### src/rtl/issue_ctrl_if.sv
// issue_ctrl_if: instruction-queue head, writeback and issue handshake for issue_ctrl.
interface issue_ctrl_if #(parameter int STALL_CNT_W = 32);
    logic                   iq_valid0, iq_valid1;
    logic [4:0]             iq_rd0, iq_rd1, iq_rj0, iq_rj1, iq_rk0, iq_rk1;
    logic                   iq_wr0, iq_wr1;
    logic                   iq_is_ALU_0, iq_is_ALU_1;
    logic                   iq_is_priviledged_0, iq_is_priviledged_1;
    logic                   reg_allowin;
    logic                   wb_en0, wb_en1;
    logic [4:0]             wb_rd0, wb_rd1;
    logic                   priv_done;
    logic                   flush;
    logic                   issue0, issue1;
    logic                   drain_busy;
    logic [STALL_CNT_W-1:0] stall_cnt;

    modport master (
        output iq_valid0, iq_valid1, iq_rd0, iq_rd1, iq_rj0, iq_rj1, iq_rk0, iq_rk1,
               iq_wr0, iq_wr1, iq_is_ALU_0, iq_is_ALU_1, iq_is_priviledged_0, iq_is_priviledged_1,
               reg_allowin, wb_en0, wb_en1, wb_rd0, wb_rd1, priv_done, flush,
        input  issue0, issue1, drain_busy, stall_cnt
    );

    modport slave (
        input  iq_valid0, iq_valid1, iq_rd0, iq_rd1, iq_rj0, iq_rj1, iq_rk0, iq_rk1,
               iq_wr0, iq_wr1, iq_is_ALU_0, iq_is_ALU_1, iq_is_priviledged_0, iq_is_priviledged_1,
               reg_allowin, wb_en0, wb_en1, wb_rd0, wb_rd1, priv_done, flush,
        output issue0, issue1, drain_busy, stall_cnt
    );
endinterface

### src/rtl/issue_ctrl.sv
// issue_ctrl: in-order dual-slot issue with register scoreboard and privileged drain.
// Dual issue of slot 1 is enabled by defining ISSUE_CTRL_DUAL_ISSUE_EN.
module issue_ctrl #(
    parameter int STALL_CNT_W = 32
) (
    input logic        aclk,
    input logic        areset,
    issue_ctrl_if.slave bus
);
    typedef enum logic {NORMAL, DRAIN} state_t;

    state_t                 state;
    logic [31:0]            busy, set_v, clr_v;
    logic [STALL_CNT_W-1:0] cnt;
    logic                   issue0, issue1, w0, w1;

    always_comb begin
        w0 = bus.iq_wr0 && bus.iq_rd0 != 5'd0;
        issue0 = !areset && state == NORMAL && !bus.flush && bus.reg_allowin && bus.iq_valid0 &&
                 !busy[bus.iq_rj0] && !busy[bus.iq_rk0] &&
                 (!bus.iq_is_priviledged_0 || busy == 32'd0);
    end

`ifdef ISSUE_CTRL_DUAL_ISSUE_EN
    always_comb begin
        w1 = bus.iq_wr1 && bus.iq_rd1 != 5'd0;
        issue1 = issue0 && bus.iq_valid1 && !bus.iq_is_priviledged_0 && !bus.iq_is_priviledged_1 &&
                 !busy[bus.iq_rj1] && !busy[bus.iq_rk1] &&
                 !(w0 && (bus.iq_rj1 == bus.iq_rd0 || bus.iq_rk1 == bus.iq_rd0)) &&
                 (bus.iq_is_ALU_0 || bus.iq_is_ALU_1);
    end
`else
    assign w1     = 1'b0;
    assign issue1 = 1'b0;
`endif

    always_comb begin
        set_v = ({31'd0, issue0 && w0} << bus.iq_rd0) | ({31'd0, issue1 && w1} << bus.iq_rd1);
        clr_v = ({31'd0, bus.wb_en0} << bus.wb_rd0) | ({31'd0, bus.wb_en1} << bus.wb_rd1);
    end

    // Set is applied after clear so a same-edge reissue keeps the register busy.
    always_ff @(posedge aclk) begin
        if (areset) begin
            state <= NORMAL;
            busy  <= '0;
            cnt   <= '0;
        end else begin
            if (bus.iq_valid0 && !issue0) cnt <= cnt + 1'b1;
            if (bus.flush) begin
                busy  <= '0;
                state <= NORMAL;
            end else begin
                busy  <= ((busy & ~clr_v) | set_v) & ~32'd1;
                state <= state == DRAIN ? (bus.priv_done ? NORMAL : DRAIN)
                                        : (issue0 && bus.iq_is_priviledged_0 ? DRAIN : NORMAL);
            end
        end
    end

    assign bus.issue0     = issue0;
    assign bus.issue1     = issue1;
    assign bus.drain_busy = state == DRAIN;
    assign bus.stall_cnt  = cnt;
endmodule

### src/flat_wrapper.sv
// flat-port wrapper written by rule: the top's interface ports become plain ports
module issue_ctrl_flat 
#(
    parameter int STALL_CNT_W = 32
)
  (aclk, areset, bus_iq_valid0, bus_iq_valid1, bus_iq_rd0, bus_iq_rd1, bus_iq_rj0, bus_iq_rj1, bus_iq_rk0, bus_iq_rk1, bus_iq_wr0, bus_iq_wr1, bus_iq_is_ALU_0, bus_iq_is_ALU_1, bus_iq_is_priviledged_0, bus_iq_is_priviledged_1, bus_reg_allowin, bus_wb_en0, bus_wb_en1, bus_wb_rd0, bus_wb_rd1, bus_priv_done, bus_flush, bus_issue0, bus_issue1, bus_drain_busy, bus_stall_cnt);
  issue_ctrl_if #(.STALL_CNT_W(STALL_CNT_W)) bus_i ();
  input logic aclk;
  input logic areset;
  input wire logic [$bits(bus_i.iq_valid0)-1:0] bus_iq_valid0;
  input wire logic [$bits(bus_i.iq_valid1)-1:0] bus_iq_valid1;
  input wire logic [$bits(bus_i.iq_rd0)-1:0] bus_iq_rd0;
  input wire logic [$bits(bus_i.iq_rd1)-1:0] bus_iq_rd1;
  input wire logic [$bits(bus_i.iq_rj0)-1:0] bus_iq_rj0;
  input wire logic [$bits(bus_i.iq_rj1)-1:0] bus_iq_rj1;
  input wire logic [$bits(bus_i.iq_rk0)-1:0] bus_iq_rk0;
  input wire logic [$bits(bus_i.iq_rk1)-1:0] bus_iq_rk1;
  input wire logic [$bits(bus_i.iq_wr0)-1:0] bus_iq_wr0;
  input wire logic [$bits(bus_i.iq_wr1)-1:0] bus_iq_wr1;
  input wire logic [$bits(bus_i.iq_is_ALU_0)-1:0] bus_iq_is_ALU_0;
  input wire logic [$bits(bus_i.iq_is_ALU_1)-1:0] bus_iq_is_ALU_1;
  input wire logic [$bits(bus_i.iq_is_priviledged_0)-1:0] bus_iq_is_priviledged_0;
  input wire logic [$bits(bus_i.iq_is_priviledged_1)-1:0] bus_iq_is_priviledged_1;
  input wire logic [$bits(bus_i.reg_allowin)-1:0] bus_reg_allowin;
  input wire logic [$bits(bus_i.wb_en0)-1:0] bus_wb_en0;
  input wire logic [$bits(bus_i.wb_en1)-1:0] bus_wb_en1;
  input wire logic [$bits(bus_i.wb_rd0)-1:0] bus_wb_rd0;
  input wire logic [$bits(bus_i.wb_rd1)-1:0] bus_wb_rd1;
  input wire logic [$bits(bus_i.priv_done)-1:0] bus_priv_done;
  input wire logic [$bits(bus_i.flush)-1:0] bus_flush;
  output wire logic [$bits(bus_i.issue0)-1:0] bus_issue0;
  output wire logic [$bits(bus_i.issue1)-1:0] bus_issue1;
  output wire logic [$bits(bus_i.drain_busy)-1:0] bus_drain_busy;
  output wire logic [$bits(bus_i.stall_cnt)-1:0] bus_stall_cnt;
  assign bus_i.iq_valid0 = bus_iq_valid0;
  assign bus_i.iq_valid1 = bus_iq_valid1;
  assign bus_i.iq_rd0 = bus_iq_rd0;
  assign bus_i.iq_rd1 = bus_iq_rd1;
  assign bus_i.iq_rj0 = bus_iq_rj0;
  assign bus_i.iq_rj1 = bus_iq_rj1;
  assign bus_i.iq_rk0 = bus_iq_rk0;
  assign bus_i.iq_rk1 = bus_iq_rk1;
  assign bus_i.iq_wr0 = bus_iq_wr0;
  assign bus_i.iq_wr1 = bus_iq_wr1;
  assign bus_i.iq_is_ALU_0 = bus_iq_is_ALU_0;
  assign bus_i.iq_is_ALU_1 = bus_iq_is_ALU_1;
  assign bus_i.iq_is_priviledged_0 = bus_iq_is_priviledged_0;
  assign bus_i.iq_is_priviledged_1 = bus_iq_is_priviledged_1;
  assign bus_i.reg_allowin = bus_reg_allowin;
  assign bus_i.wb_en0 = bus_wb_en0;
  assign bus_i.wb_en1 = bus_wb_en1;
  assign bus_i.wb_rd0 = bus_wb_rd0;
  assign bus_i.wb_rd1 = bus_wb_rd1;
  assign bus_i.priv_done = bus_priv_done;
  assign bus_i.flush = bus_flush;
  assign bus_issue0 = bus_i.issue0;
  assign bus_issue1 = bus_i.issue1;
  assign bus_drain_busy = bus_i.drain_busy;
  assign bus_stall_cnt = bus_i.stall_cnt;
  issue_ctrl #(.STALL_CNT_W(STALL_CNT_W)) u_core (.aclk(aclk), .areset(areset), .bus(bus_i));
endmodule
### config.mk
export PLATFORM = sky130hd
export DESIGN_NAME = issue_ctrl_flat
export DESIGN_NICKNAME = d
export VERILOG_FILES = /design/src/rtl/issue_ctrl_if.sv /design/src/rtl/issue_ctrl.sv /design/src/flat_wrapper.sv
export SDC_FILE = /design/constraint.sdc
export NUM_CORES = 1
export LEC_CHECK = 0
export ABC_AREA = 0
export CAP_MARGIN = 20
export CORE_ASPECT_RATIO = 1.75
export CORE_MARGIN = 1
export CORE_UTILIZATION = 50
export DETAILED_ROUTE_END_ITERATION = 10
export GPL_TIMING_DRIVEN = 0
export PLACE_DENSITY = 0.8
export SYNTH_ARGS = -nofsm -noshare
export SYNTH_HDL_FRONTEND = slang
export SYNTH_SLANG_ARGS = --single-unit
### constraint.sdc
create_clock -name aclk -period 2.85 [get_ports aclk]
set_clock_uncertainty 0.05 [all_clocks]
set_input_delay 0.285 -clock aclk [delete_from_list [all_inputs] [get_ports aclk]]
set_output_delay 0.285 -clock aclk [all_outputs]
set_load 0.05 [all_outputs]
==> flow_metrics.py, run 1 <==
metrics = {
    "global_routing": {
        "antenna_found_initial": 0,
        "grt_pass1_wl_mm": 18.9,
        "overflow": 0,
        "grt_max_degree": 11,
        "grt_pass1_vias": 3956,
        "grt_usage_pct": 32.9,
    },
    "synth": {
        "postSynthNetCount": 493,
        "synth_cell_types": 47,
        "ys_ff_latch": 64,
        "yosysWarnings": 0,
        "ys_seq_area_share_pct": 33.8,
        "synth_cells": 437,
        "syn_area_um2": 3790,
        "syn_area_per_cell_um2": 8.68,
    },
    "clock_network": {
        "cts_buffer_depth": 2,
        "numCtsBuffers": 9,
        "cts_tree": "done",
        "htree_levels": 3,
        "clk_latency_ns": 0.34,
        "clk_pin_slew_ns": 0.05,
        "cts_sinks": 64,
        "postCtsHoldBufs": 0,
        "clockRootBuffer": "clkbuf_16",
    },
    "power_and_ir_drop": {
        "ir_worst_vdd_v": 0.000320,
        "p_leak_uw": 0.00164,
        "p_per_area_nw_per_um2": 471,
    },
    "placement": {
        "place_ws_ns": -1.17,
        "dp_hpwl_mm": 9.27,
        "place_congestion": 0.947,
        "numPortBuffers": 63,
    },
    "detailed_routing": {
        "postRouteWirelength_mm": 12.3,
        "ant_nets": 0,
        "wl_per_cell_um": 20.0,
        "drc": 0,
        "drt_pass1_iterations": 5,
        "vias_per_cell": 6.60,
        "vias": 4055,
        "drtIter0Drc": 361,
    },
    "sta": {
        "hold_violations": 0,
        "tightestPinTransition_ns": 0.716,
        "clock.fmax_mhz": 345,
        "slew_viol_final": 0,
        "layout_min_cycle_time_ns": 2.90,
        "fin_crit_sh_pct": 102,
        "worst_slack_ns": -0.0494,
        "whs_ns": 0.438,
        "slew_headroom_pct": 51.9,
        "rsz0062_at_grt": "true",
        "setup_violations": 1,
    },
    "status": {
        "violations": "setup timing",
        "status": "complete, but fails checks",
    },
    "final_layout": {
        "nFillCells": 602,
        "nets": 579,
        "seqCellArea_um2": 1290,
        "multi_input_comb_area_um2": 2360,
        "drive_gt1_share_pct": 15.0,
        "area.growth.synth_to_final_pct": 32.0,
        "diodes": 0,
    },
    "die": {
        "dieArea_um2": 7950,
        "die_w_um": 67.8,
        "die_h_um": 117,
        "coreArea_um2": 7280,
        "rows": 41,
        "start_util_pct": 52.1,
        "io_pins": 90,
    },
    "setup_path": {
        "crit_fanout": 6,
        "worstPathArrival_ns": 2.56,
        "slowest_delay_ns": 0.50,
        "path_class": "flop to output port",
        "cp_slowest_cell": "mux4_2",
        "worst_ep_required_time_ns": 2.52,
        "ff2ff_setup_slack_ns": 0.04,
        "path_cells": "mux4_2 > mux4_2 > mux2_4 > nor3_4 > buf_6 > buf_12 > buf_12",
        "cp-start-kind": "flop",
        "cp-end-kind": "output port",
    },
    "run": {
        "drv_cap": 0,
    },
    "worst_hold_path": {
        "min_path_type": "flop to flop",
    },
}
-- synthesized netlist by cell type (all sizes together) --
library cell	n	share of area (%)
inv	7	0.69
o21bai	2	0.40
dfxtp	64	34
o311ai	2	1.1
conb	1	0.099
a21oi	26	3.4
nand4	7	1.2
mux4	16	9.5
nand2b	9	1.5
o31ai	15	3.3
buf	11	2.0
nor4b	1	0.23
or4	14	2.8
and3	4	0.66
or3	9	1.5
nand3b	4	1.5
nor2	29	2.9
nand2	24	2.4
mux2	7	2.2
nor3	9	1.3
nand3	47	6.5
o211ai	1	0.20
ha	1	0.33
and2	3	0.49
nor2b	13	2.1
xor2	1	0.23
clkbuf	14	1.4
or3b	1	0.23
mux2i	4	1.1
o2111ai	2	0.46
a22oi	31	6.1
and4	2	0.46
nor4	11	1.8
o21ai	42	5.5
or2	2	0.33
or4b	1	0.26
-- cell families after synthesis --
kind of cell               after synthesis  synth area share, %
and+or+nand+nor                        190                 28.1
AOI/OAI and AO/OA                      121                 20.6
DFF                                     64                 33.8
buffers and inverters                   32                 4.12
muxes                                   27                 12.7
adders and majority gates                1                0.330
other                                    1               0.0989
xor gates and xnor gates                 1                0.231
-- timing repair --
| item | CTS | global route |
|---|---|---|
| endpoints found under the setup margin | 59 | 19 |
| pin swaps | 1 | 3 |
| resized for setup | 16 | 9 |
| setup buffers | 6 | 6 |
-- cell type report --
class                   instances  share of cell area [%]
repair buffers                 75                    14.8
inverters                       7                   0.525
flip-flops and latches         64                    25.8
clock inverters                 2                    1.20
well taps                      86                    2.15
multi-input cells             341                    47.3
clock buffers                  14                    5.48
plain buffers                  25                    2.85
-- path summary, 6_finish.rpt --
path                                          startpoint                       end  depth (start not counted)
worst max-delay path                      u_core.busy[9]                bus_issue0                          7
worst min-delay path            u_core.bus.stall_cnt[10]  u_core.bus.stall_cnt[10]                          2
worst max register to register            u_core.busy[9]   u_core.bus.stall_cnt[1]                          9
worst min register to register  u_core.bus.stall_cnt[10]  u_core.bus.stall_cnt[10]                          2
-- report_power, final --
group | leakage, µW | internal [µW] | switching (µW)
logic | 0.000953 | 94.5 | 137
registers | 0.000520 | 900 | 4.45
clock network | 0.000163 | 837 | 386
-- metrics by stage --
stage / cells / total power, µW / TNS [ns] / instance area [µm²] / util (%)
6_report: 614 / 2360 / -0.0494 / 5000 / 68.7
5_1_grt: 614 / 2410 / -0.0864 / 5000 / 68.7
4_1_cts: 608 / 2350 / -0.0427 / 4950 / 68.0
3_5_place_dp: 586 / 1140 / -29.48 / 4530 / 62.2
3_3_place_gp: 586 / 1140 / -27.34 / 4530 / 62.2
2_1_floorplan: 437 / 1040 / 0 / 3790 / -
-- per-layer routing --
metal / vias up / wire, µm / GRT usage, %
met5: - / 0 / 0
met1: 1920 / 3990 / 29.0
met2: 197 / 6580 / 60.3
met3: 78 / 677 / 7.17
met4: 0 / 1040 / 27.8
li1: 1860 / - / -
-- flip-flops by register name, indices dropped and copies added (netlist names) --
register and flops:
u_core.bus.stall_cnt 32, u_core.bus.drain_busy 1, u_core.busy 31
-- cell usage in the layout, fill, tap and decap left out, types with 16 or more instances in the layout --
cell type	count
dfxtp_1	56
mux4_2	16
a22oi_1	31
o21ai_0	34
clkdlybuf4s50_1	61
nand2_1	24
a21oi_1	26
nor2_1	29
nand3_1	46
clkbuf_1	16
-- critical path: cells and delay by family (launching register included) --
family / cells / cell delay (ns)
buffers and inverters: 3 / 0.38
DFF: 1 / 0.35
muxes: 3 / 1.28
and+or+nand+nor: 1 / 0.21
(Power assumes the default switching activity.)
==> run 2: changes to the inputs <==
--- a/config.mk
+++ b/config.mk
@@ -7,12 +7,15 @@
 export LEC_CHECK = 0
 export ABC_AREA = 0
 export CAP_MARGIN = 20
+export CELL_PAD_IN_SITES_DETAIL_PLACEMENT = 1
+export CELL_PAD_IN_SITES_GLOBAL_PLACEMENT = 1
 export CORE_ASPECT_RATIO = 1.75
 export CORE_MARGIN = 1
-export CORE_UTILIZATION = 50
+export CORE_UTILIZATION = 37
+export CTS_CLUSTER_DIAMETER = 200
 export DETAILED_ROUTE_END_ITERATION = 10
 export GPL_TIMING_DRIVEN = 0
-export PLACE_DENSITY = 0.8
+export PLACE_DENSITY_LB_ADDON = 0.1
 export SYNTH_ARGS = -nofsm -noshare
 export SYNTH_HDL_FRONTEND = slang
 export SYNTH_SLANG_ARGS = --single-unit
==> run 2 against run 1 <==
Net effect:
- the run now ends clean
- non-clock buffer count fell by 6
- via count fell by 2.7%
- worst setup slack improved by 0.093 ns
- register-to-register slack improved by 0.05 ns
- utilization fell by 19 points
- cell count rose by 4.9%
- combinational power rose by 3%
- critical path depth fell by 1
- largest power group unchanged
==> flow_metrics.py, run 2 (synthesis gave the netlist of run 1 again) <==
metrics = {
    "sta": {
        "tightestPinTransition_ns": 0.771,
        "setup_violations": 0,
        "clock.fmax_mhz": 356,
        "fin_crit_sh_pct": 98.5,
        "layout_min_cycle_time_ns": 2.81,
        "whs_ns": 0.430,
        "slew_viol_final": 0,
        "hold_violations": 0,
        "slew_headroom_pct": 48.2,
    },
    "setup_path": {
        "crit_fanout": 4,
        "worstPathArrival_ns": 2.47,
        "cp-startpoint": "u_core.busy[10]",
        "r2r_start": "u_core.busy[10]",
        "cp-start-kind": "flop",
        "path_class": "flop to output port",
        "cp-end-kind": "output port",
        "worst_ep_required_time_ns": 2.52,
    },
    "power_and_ir_drop": {
        "clkPwrFrac_pct": 46.5,
        "internal-power_uw": 1610,
        "power_frac_comb_pct": 11.1,
        "swShare_pct": 24.4,
        "ir_worst_vdd_v": 0.000287,
        "p_per_area_nw_per_um2": 433,
        "p_leak_uw": 0.00157,
        "p_switching_uw": 521,
        "seq_power_share_pct": 42.4,
        "finalPower_uw": 2130,
    },
    "worst_hold_path": {
        "min_from": "u_core.bus.stall_cnt[31]",
        "min_path_type": "flop to flop",
    },
    "die": {
        "coreArea_um2": 9910,
        "start_util_pct": 38.3,
        "die_h_um": 136,
        "rows": 48,
        "die_w_um": 78.5,
        "dieArea_um2": 10700,
        "io_pins": 90,
    },
    "global_routing": {
        "grt_busiest_layer": "met2",
        "gr-usage-met3_pct": 3.09,
        "overflow": 0,
        "grt_pass1_vias": 4054,
        "grt_pass1_wl_mm": 21.5,
        "grt_util_met2_pct": 55.5,
        "grt_usage_pct": 27.1,
        "grt_max_degree": 15,
        "use_met1_pct": 25.0,
        "antenna_found_initial": 0,
    },
    "placement": {
        "dp_hpwl_mm": 11.1,
        "place_congestion": 0.897,
        "numPortBuffers": 63,
    },
    "clock_network": {
        "numCtsBuffers": 9,
        "cts_tree": "done",
        "clockRootBuffer": "clkbuf_16",
        "clk_latency_ns": 0.33,
        "htree_levels": 3,
        "cts_sinks": 64,
        "clk_pin_slew_ns": 0.05,
        "cts_buffer_depth": 2,
    },
    "detailed_routing": {
        "wl_per_cell_um": 21.4,
        "postRouteWirelength_mm": 13.8,
        "vias_per_cell": 6.12,
        "drc": 0,
        "drtIter0Drc": 144,
        "ant_nets": 0,
        "vias": 3944,
        "drt_pass1_iterations": 4,
    },
    "final_layout": {
        "final_common_cell": "clkdlybuf4s50_1",
        "largest_reg_flops": 32,
        "post-route-util_pct": 49.8,
        "diodes": 0,
        "final_cell_mix": "clkdlybuf4s50_1, dfxtp_1, nand3_1",
        "drive_gt1_share_pct": 13.5,
        "area.growth.synth_to_final_pct": 30.0,
        "nets": 573,
    },
    "run": {
        "drv_cap": 0,
    },
    "status": {
        "status": "completed",
    },
}
[run 2: worst paths after layout]
check	endpoint	slack [ns]	cells past startpoint
setup reg to reg	u_core.bus.stall_cnt[1]	0.09	8
hold / removal	u_core.bus.stall_cnt[31]	0.43	2
setup / recovery	bus_issue0	0.04	6
hold reg to reg	u_core.bus.stall_cnt[31]	0.43	2
[run 2: layer usage]
metal  wire length [µm]  part of all wire, %  vias up
met5                  0                    0        -
met3                354                  2.6       34
met4                508                  3.7        0
met1               4620                   33     1955
met2               8320                   60      110
li1                   -                    -     1845
[run 2: layout make-up]
| class | count | area [µm²] |
|---|---|---|
| Timing Repair Buffer | 70 | 698 |
| Sequential cell | 64 | 1290 |
| Clock inverter | 1 | 5.00 |
| Multi-Input combinational cell | 341 | 2360 |
| Tap cell | 125 | 156 |
| Fill cell | 1191 | 4980 |
| Clock buffer | 12 | 256 |
| Inverter | 7 | 26.3 |
| Buffer | 24 | 135 |
[run 2: timing repair]
action / in CTS / in global routing
hold endpoints to repair: 0 / 0
setup buffers: 4 / 3
setup endpoints to repair: 65 / 45
hold buffers: 0 / 0
pin swaps: 1 / 3
resized for setup: 23 / 4
[run 2: power groups by stage]
stage,clock [µW],sequential [µW],combinational [µW]
finish,992,904,237
global route,1050,904,252
CTS,1000,904,232
detailed placement,0,923,228
global placement,0,922,224
floorplan,0,933,109
[run 2: critical path, stage by stage (launching register included)]
cell and delay, ns:
dfxtp_2 0.34, mux4_2 0.48, mux4_2 0.53, mux2_4 0.34, nor3_4 0.18, buf_12 0.15
buf_12 0.13
[run 2: stage by stage]
stage                     cells  cell area [µm²]  setup slack (ns)  setup TNS [ns]
after floorplan             437             3790             0.217               0
after global placement      625             4580             -1.15          -27.73
after detailed placement    625             4580             -1.25          -35.22
after CTS                   641             4900          0.000287               0
after global routing        644             4930          -0.00410        -0.00410
final                       644             4930            0.0437               0
